File: src/rtl/core_sequencer_pkg.sv
// Shared definitions for the multi-cycle core sequencer: default parameters,
// FSM state encoding, opcode and instruction constants.
package core_sequencer_pkg;

  localparam logic [31:0] RESET_PC_DEFAULT = 32'h0000_0000;
  localparam int unsigned TIMEOUT_DEFAULT  = 255;

  typedef enum logic [2:0] {
    ST_FETCH,
    ST_EXECUTE,
    ST_MEM,
    ST_WRITEBACK,
    ST_HALTED,
    ST_FAULT
  } state_t;

  localparam logic [6:0] OPCODE_LOAD   = 7'b0000011;
  localparam logic [6:0] OPCODE_STORE  = 7'b0100011;
  localparam logic [6:0] OPCODE_SYSTEM = 7'b1110011;

  localparam logic [31:0] INSTR_NOP    = 32'h0000_0013;
  localparam logic [31:0] INSTR_EBREAK = 32'h0010_0073;

  // Loads and stores are the only instructions that visit MEM.
  function automatic logic is_mem_op(input logic [31:0] instr);
    return (instr[6:0] == OPCODE_LOAD) || (instr[6:0] == OPCODE_STORE);
  endfunction

endpackage

File: src/rtl/core_sequencer_if.sv
// Instruction/data memory handshake bundle between the sequencer (master)
// and the memory ports (slave).
interface core_sequencer_if;

  logic        imem_req;
  logic [31:0] imem_addr;
  logic        imem_ready;
  logic [31:0] imem_rdata;
  logic        dmem_req;
  logic        dmem_ready;

  modport master (
    output imem_req,
    output imem_addr,
    output dmem_req,
    input  imem_ready,
    input  imem_rdata,
    input  dmem_ready
  );

  modport slave (
    input  imem_req,
    input  imem_addr,
    input  dmem_req,
    output imem_ready,
    output imem_rdata,
    output dmem_ready
  );

endinterface

File: src/rtl/core_sequencer_wait_timer.sv
// Wait-state timer shared by FETCH and MEM. expired rises in the waiting
// cycle whose increment would bring the count to TIMEOUT, so the caller can
// leave for FAULT on that same edge.
module core_sequencer_wait_timer #(
  parameter int unsigned TIMEOUT = 255
) (
  input  logic clk,
  input  logic reset,
  input  logic clear,
  input  logic count,
  output logic expired
);

  localparam int unsigned     W    = $clog2(TIMEOUT + 1);
  localparam logic [W-1:0]    LAST = W'(TIMEOUT - 1);

  logic [W-1:0] cnt;

  // Counter: clear on state change, otherwise advance while waiting.
  always_ff @(posedge clk or posedge reset) begin
    if (reset) begin
      cnt <= '0;
    end else if (clear) begin
      cnt <= '0;
    end else if (count) begin
      cnt <= cnt + W'(1);
    end
  end

  assign expired = count && (cnt == LAST);

endmodule

File: src/rtl/core_sequencer.sv
// Multi-cycle sequencer: owns the PC, fetches over the imem handshake, holds
// the instruction for the datapath, waits on dmem for loads/stores and
// issues a single-cycle commit strobe in WRITEBACK.
// Optional feature macro: HALT_ON_EBREAK_EN (EBREAK halts in EXECUTE).
module core_sequencer
  import core_sequencer_pkg::*;
#(
  parameter logic [31:0] RESET_PC = RESET_PC_DEFAULT,
  parameter int unsigned TIMEOUT  = TIMEOUT_DEFAULT
) (
  input  logic                    clk,
  input  logic                    reset,
  core_sequencer_if.master        bus,
  output logic [31:0]             instruction,
  output logic [31:0]             pc,
  output logic [31:0]             pc_next,
  input  logic                    branch_taken,
  input  logic [31:0]             branch_target,
  output logic                    commit,
  output logic                    halted,
  output logic                    fault
);

  state_t state;
  state_t state_next;

  logic timer_count;
  logic timer_clear;
  logic timer_expired;
  logic redirect_bad;
  logic ebreak_halt;

  core_sequencer_wait_timer #(
    .TIMEOUT (TIMEOUT)
  ) u_wait_timer (
    .clk     (clk),
    .reset   (reset),
    .clear   (timer_clear),
    .count   (timer_count),
    .expired (timer_expired)
  );

  assign pc_next       = pc + 32'd4;
  assign bus.imem_addr = pc;
  assign redirect_bad  = branch_taken && (branch_target[1:0] != 2'b00);

`ifdef HALT_ON_EBREAK_EN
  assign ebreak_halt = (instruction == INSTR_EBREAK);
  assign halted      = (state == ST_HALTED);
`else
  assign ebreak_halt = 1'b0;
  assign halted      = 1'b0;
`endif

  assign fault = (state == ST_FAULT);

  // State register.
  always_ff @(posedge clk or posedge reset) begin
    if (reset) begin
      state <= ST_FETCH;
    end else begin
      state <= state_next;
    end
  end

  // Next-state, strobes and timer control; ready beats timeout.
  always_comb begin
    state_next   = state;
    commit       = 1'b0;
    bus.imem_req = 1'b0;
    bus.dmem_req = 1'b0;
    timer_count  = 1'b0;
    case (state)
      ST_FETCH: begin
        bus.imem_req = 1'b1;
        if (bus.imem_ready) begin
          state_next = ST_EXECUTE;
        end else begin
          timer_count = 1'b1;
          if (timer_expired) state_next = ST_FAULT;
        end
      end
      ST_EXECUTE: begin
        if (ebreak_halt)                 state_next = ST_HALTED;
        else if (is_mem_op(instruction)) state_next = ST_MEM;
        else                             state_next = ST_WRITEBACK;
      end
      ST_MEM: begin
        bus.dmem_req = 1'b1;
        if (bus.dmem_ready) begin
          state_next = ST_WRITEBACK;
        end else begin
          timer_count = 1'b1;
          if (timer_expired) state_next = ST_FAULT;
        end
      end
      ST_WRITEBACK: begin
        if (redirect_bad) begin
          state_next = ST_FAULT;
        end else begin
          commit     = 1'b1;
          state_next = ST_FETCH;
        end
      end
      ST_HALTED: state_next = ST_HALTED;
      ST_FAULT:  state_next = ST_FAULT;
      default:   state_next = ST_FAULT;
    endcase
    timer_clear = (state_next != state);
  end

  // Instruction latch on fetch handshake; PC update only on commit.
  always_ff @(posedge clk or posedge reset) begin
    if (reset) begin
      pc          <= RESET_PC;
      instruction <= INSTR_NOP;
    end else begin
      if ((state == ST_FETCH) && bus.imem_ready) begin
        instruction <= bus.imem_rdata;
      end
      if (commit) begin
        pc <= branch_taken ? branch_target : pc_next;
      end
    end
  end

endmodule

File: src/flat_wrapper.sv
// flat-port wrapper written by rule: the top's interface ports become plain ports
module core_sequencer_flat import core_sequencer_pkg::*;
#(
  parameter logic [31:0] RESET_PC = RESET_PC_DEFAULT,
  parameter int unsigned TIMEOUT  = TIMEOUT_DEFAULT
)
  (clk, reset, instruction, pc, pc_next, branch_taken, branch_target, commit, halted, fault, bus_imem_req, bus_imem_addr, bus_dmem_req, bus_imem_ready, bus_imem_rdata, bus_dmem_ready);
  core_sequencer_if bus_i ();
  input  logic clk;
  input  logic reset;
  output logic [31:0] instruction;
  output logic [31:0] pc;
  output logic [31:0] pc_next;
  input  logic branch_taken;
  input  logic [31:0] branch_target;
  output logic commit;
  output logic halted;
  output logic fault;
  output wire logic [$bits(bus_i.imem_req)-1:0] bus_imem_req;
  output wire logic [$bits(bus_i.imem_addr)-1:0] bus_imem_addr;
  output wire logic [$bits(bus_i.dmem_req)-1:0] bus_dmem_req;
  input wire logic [$bits(bus_i.imem_ready)-1:0] bus_imem_ready;
  input wire logic [$bits(bus_i.imem_rdata)-1:0] bus_imem_rdata;
  input wire logic [$bits(bus_i.dmem_ready)-1:0] bus_dmem_ready;
  assign bus_imem_req = bus_i.imem_req;
  assign bus_imem_addr = bus_i.imem_addr;
  assign bus_dmem_req = bus_i.dmem_req;
  assign bus_i.imem_ready = bus_imem_ready;
  assign bus_i.imem_rdata = bus_imem_rdata;
  assign bus_i.dmem_ready = bus_dmem_ready;
  core_sequencer #(.RESET_PC(RESET_PC), .TIMEOUT(TIMEOUT)) u_core (.clk(clk), .reset(reset), .bus(bus_i), .instruction(instruction), .pc(pc), .pc_next(pc_next), .branch_taken(branch_taken), .branch_target(branch_target), .commit(commit), .halted(halted), .fault(fault));
endmodule
File: config.mk
export PLATFORM = sky130hd
export DESIGN_NAME = core_sequencer_flat
export DESIGN_NICKNAME = d
export VERILOG_FILES = /design/src/rtl/core_sequencer_pkg.sv /design/src/rtl/core_sequencer_if.sv /design/src/rtl/core_sequencer_wait_timer.sv /design/src/rtl/core_sequencer.sv /design/src/flat_wrapper.sv
export SDC_FILE = /design/constraint.sdc
export NUM_CORES = 1
export LEC_CHECK = 0
export ABC_AREA = 1
export CAP_MARGIN = 20
export CORE_MARGIN = 2
export CORE_UTILIZATION = 39
export CTS_BUF_LIST = sky130_fd_sc_hd__clkbuf_2
export CTS_CLUSTER_SIZE = 16
export DETAILED_ROUTE_END_ITERATION = 8
export MAX_ROUTING_LAYER = met4
export PLACE_DENSITY = 0.75
export SLEW_MARGIN = 20
export SYNTH_ARGS = -nofsm -noshare
export SYNTH_HDL_FRONTEND = slang
export SYNTH_SLANG_ARGS = --single-unit
File: constraint.sdc
create_clock -name clk -period 2.3 [get_ports clk]
set_clock_uncertainty 0.2 [all_clocks]
set_input_delay 0.23 -clock clk [delete_from_list [all_inputs] [get_ports clk]]
set_output_delay 0.23 -clock clk [all_outputs]
set_load 0.005 [all_outputs]
Yosys cells after proc, flatten, opt, wreduce, memory -nomap -nowiden
Cells that the tools add are included.

storage, ports and cells
  output and inout bits = 133
  bits of input ports = 69
  register bits = 75
  logic and storage cells = 38

cells by class
  add/subtract/negate cells = 2
  reduce and logical (&&, ||, !) cells = 7
  mux-type cells = 16
  equality and inequality tests = 9

operators by type and width
  operator                 count
  $add A32 B3 Y32 const B  1
  $mux W32                 1
  $mux W8                  2
  $pmux W3 S5              1
  $mux W3                  4
  $add A8 B1 Y8 const B    1
  $eq A8 B8 Y1 const B     1
  $eq A7 B2 Y1 const B     1
  $eq A7 B6 Y1 const B     1
  $mux W1                  7
  $eq A3 B2 Y1 const B     2
  $eq A3 B3 Y1 const B     2
  $reduce_bool A2 Y1       2
  $eq A3 B1 Y1 const B     1
  $logic_and A1 B1 Y1      3
  $logic_not A3 Y1         1
  $ne A3 B3 Y1             1
  $pmux W1 S2              1
  $logic_or A1 B1 Y1       1

Logic depth before layout (Yosys ltp)
Gate-level depths: netlist of the first run.

  depth in word-level cells = 8
  depth in mapped cells = 11
  mapped depth without buffers = 11

By module
Synthesis of the first run repeated with hierarchy kept, for this count alone.

unflattened totals
  cell total of the unflattened synthesis = 662
  area, all modules = 4680.7 um2

by module, submodules not included
  module                     area an instance (um2)  cells each  times used  seq. area each (um2)
  core_sequencer             4205.3                  602         1           1680.4
  core_sequencer_wait_timer  475.5                   60          1           200.2

Least setup slack after synthesis of the first run
OpenSTA, ideal clock, no wires.

  path type = register -> output
  from = register u_core.pc[2] (netlist: u_core.bus.imem_addr[2])
  to = output port pc_next[28]
  path buffers = 0
  arrival time = 1.467 ns
  path slack = 0.403 ns
  stages on the path, launching flop included = 8
  required time = 1.870 ns
  cells stage by stage = dfrtp_1 ha_1 nand3_1 inv_1 nand2_1 nor2_1 nand2_1 xor2_1

between the ends
  word-level cells in the longest chain between the ends = 1

RTL lines
  item                    RTL line               source
  start, declared         core_sequencer.sv:15   output logic [31:0] pc,
  start signal, assigned  core_sequencer.sv:122  pc <= branch_taken ? branch_target : pc_next;
  $add A32 B3 Y32         core_sequencer.sv:43   assign pc_next = pc + 32'd4;
  end, declared           flat_wrapper.sv:13     output logic [31:0] pc_next;

No other way between the ends.

Final worst setup path of the first run
  from = register u_core.pc[10] (netlist: u_core.bus.imem_addr[10])
  to = output port pc_next[30]

Same word-level chain as after synthesis.

==> results.toml, run 1 <==
[run_status]
outcome = "finished with violations"
violations = "negative setup slack"

[placement]
placement.io_buffers = 200
gp_congestion = 0.960
hpwl_um = 10800
placed_area_sq_um = 6670
dp_cells = 898
post-place-ws_ns = -0.0247

[synthesis]
synth_ff_type = "dfrtp_1"
synthArstFlopShare_pct = 100
synthTopCellsByCount = "nand2_1, dfrtp_1, inv_1"
postSynthCellCount = 545
synth_seq_area_share_pct = 43.1
synthDominantCellAreaShare_pct = 41.3
synth_edf_count = 0
synth_most_common_cell = "nand2_1"
ys_warn_count = 0
synth_area_leaders = "dfrtp_1, nand2_1, mux2_2"
synth-seq-cells = 75
avgSynthCellArea_sq_um = 8.01
syn-num-nets = 617
synthesis.area_sq_um = 4370
synth_top_cell_by_area = "dfrtp_1"
synth_cell_types = 32

[clocking]
cts_sinks = 75
root_buffer = "clkbuf_2"
htreeDepth = 3
cts_buffer_depth = 2
numCtsBuffers = 9
cts_tree = "done"
clk_latency_ns = 0.61
clk_pin_slew_ns = 0.30

[drt]
drtAntennaViolNets = 0
vias = 5322
wl_per_cell_um = 18.6
dr.pass1.iters = 6
drc_errors = 0
wl_um = 19200
dr.first_iter.drc_count = 381
viasPerCell = 5.16

[critical_path]
path_cells = "nand2_2, nor2_4, nand2_2, nor2_4, buf_6, buf_6, nand4_1, nand2_1, and2_1, buf_2"
required_ns = 1.87
critical_path_arrival_ns = 2.35
critPathKind = "flip-flop to output port"
critPathMaxFanout = 4
critPathLaunch = "u_core.bus.imem_addr[10]"
r2r-start = "u_core.bus.imem_addr[11]"
end_kind = "output port"
cp_slowest_stage_delay_ns = 0.49
slowest_stage = "dfrtp_1"
setup.worst_path.start_class = "flip-flop"

[power]
power_density_nw_per_um2 = 1160
power_frac_clock_pct = 8.8
power.total_mw = 9.77
p_sw_mw = 3.92
swShare_pct = 40.1
pwr-share-seq_pct = 25.3
leakage_nw = 3.92
p_comb_share_pct = 65.9
ir_worst_vdd_mv = 0.692
p_int_mw = 5.86

[floorplanning]
die_area_sq_um = 12100
start_util_pct = 40.1
die_h_um = 110
fp.coreArea_sq_um = 10900
die_w_um = 110
io_pins = 202
placementRows = 38

[hold_path]
min_path_type = "input port to flip-flop"
worstHoldStart = "branch_target[6]"

[final_layout]
finalInstanceArea_sq_um = 8420
nFillCells = 661
final_cells = 1031
area_delta_synth_final_pct = 92.8
nNetsFinal = 958
antenna-diode-count = 0
drive_gt1_share_pct = 36.1

[global_route]
grt_pass1_wl_um = 26700
track_usage_pct = 30.0
grt_start_max_net_pins = 27
grt_pass1_vias = 5476
grt_antenna_before_repair = 0
grt_overflow = 0

[flow_run]
maxCapViolations = 0

[timing]
tns_ns = -8.87
fin_crit_ns = 2.78
finalHoldViolCount = 0
slew_viol_final = 0
rsz0062_at_grt = "true"
min_period_over_period_pct = 121
layout_setup_ws_ns = -0.483
setup_viol = 28
timing.fmax_mhz = 359
==> flip-flops by register name (all words and copies together), names as in the netlist <==
name,cells
u_core.bus.imem_addr,32
u_core.instruction,32
u_core.state,3
u_core.u_wait_timer.cnt,8
==> layout by cell type (no fill, tap or decap), types with 22 or more instances in the layout <==
cell,n
buf_2,22
buf_4,94
buf_6,41
clkdlybuf4s50_1,153
dfrtp_1,66
dlygate4sd3_1,41
inv_1,51
mux2_2,32
nand2_1,132
nand2_2,23
nand3_1,25
nor2_1,36
==> timing repair <==
action,CTS,global route
hold endpoints to repair,53,2
resized for setup,216,94
hold buffers,39,2
pin swaps,41,39
endpoints found under the setup margin,34,40
buffers inserted,63,23
==> power by group through the flow <==
stage	Clock (mW)	Combinational (mW)	Sequential, mW
after floorplan	0	1.90	2.50
after global placement	0	4.87	2.38
after detailed placement	0	4.94	2.42
after CTS	0.853	5.62	2.39
after global routing	0.919	6.84	2.52
final	0.856	6.45	2.47
==> final cells by class <==
class | count | area, sq um | share of cell area [%]
Multi-Input combinational cell | 364 | 2500 | 29.7
Inverter | 62 | 249 | 2.96
Clock inverter | 7 | 81.3 | 0.966
Timing Repair Buffer | 374 | 3480 | 41.3
Tap cell | 140 | 175 | 2.08
Sequential cell | 75 | 1890 | 22.4
Clock buffer | 9 | 45.0 | 0.535
==> layer usage <==
layer	global-route usage (%)	routed length, um	up-vias
met1	31.1	6650	2547
met2	54.3	10100	326
met5	-	0	-
li1	-	-	2343
met3	6.52	1290	106
met4	12.7	1210	0
==> final timing paths <==
path	endpoint	slack [ns]	depth (start not counted)
worst min register to register	u_core.instruction[14]	0.34	1
min in group asynchronous	u_core.instruction[30]	0.31	3
worst min-delay path	u_core.bus.imem_addr[6]	0.02	3
max in group asynchronous	u_core.bus.imem_addr[15]	0.96	4
worst max-delay path	pc_next[30]	-0.48	10
worst max register to register	u_core.bus.imem_addr[15]	0.06	13
==> worst max-delay path: cells and delay by family (launching register included) <==
| kind | cells | cell delay, ns |
|---|---|---|
| buffers and inverters | 3 | 0.33 |
| flip-flops | 1 | 0.49 |
| AND/OR/NAND/NOR | 7 | 0.91 |
==> metrics by stage <==
step | hold WS (ns) | util (%)
floorplan | 0.157 | -
global placement | 0.288 | 61.3
detailed placement | 0.293 | 61.3
CTS | 0.000827 | 72.8
global route | 0.00413 | 77.3
finish | 0.0204 | 77.3
==> kinds of logic after synthesis <==
kind of cell / after synthesis / synth area share, %
AND/OR/NAND/NOR: 276 / 26.1
other: 1 / 0.0859
adder cells (fa/ha/maj): 3 / 0.860
buffers and inverters: 106 / 12.7
XOR/XNOR: 25 / 5.01
flip-flops: 75 / 43.1
multiplexers: 32 / 8.25
AO/OA/AOI/OAI: 27 / 3.95
Power figures use the tool's default switching activity.
==> run 2: changes to the inputs <==
--- a/config.mk
+++ b/config.mk
@@ -6,7 +6,6 @@
 export NUM_CORES = 1
 export LEC_CHECK = 0
 export ABC_AREA = 1
-export CAP_MARGIN = 20
 export CORE_MARGIN = 2
 export CORE_UTILIZATION = 39
 export CTS_BUF_LIST = sky130_fd_sc_hd__clkbuf_2
@@ -14,7 +13,6 @@
 export DETAILED_ROUTE_END_ITERATION = 8
 export MAX_ROUTING_LAYER = met4
 export PLACE_DENSITY = 0.75
-export SLEW_MARGIN = 20
 export SYNTH_ARGS = -nofsm -noshare
 export SYNTH_HDL_FRONTEND = slang
 export SYNTH_SLANG_ARGS = --single-unit
==> results of run 2 <==
No change in the layout: final DEF, timing and power equal those of run 1.
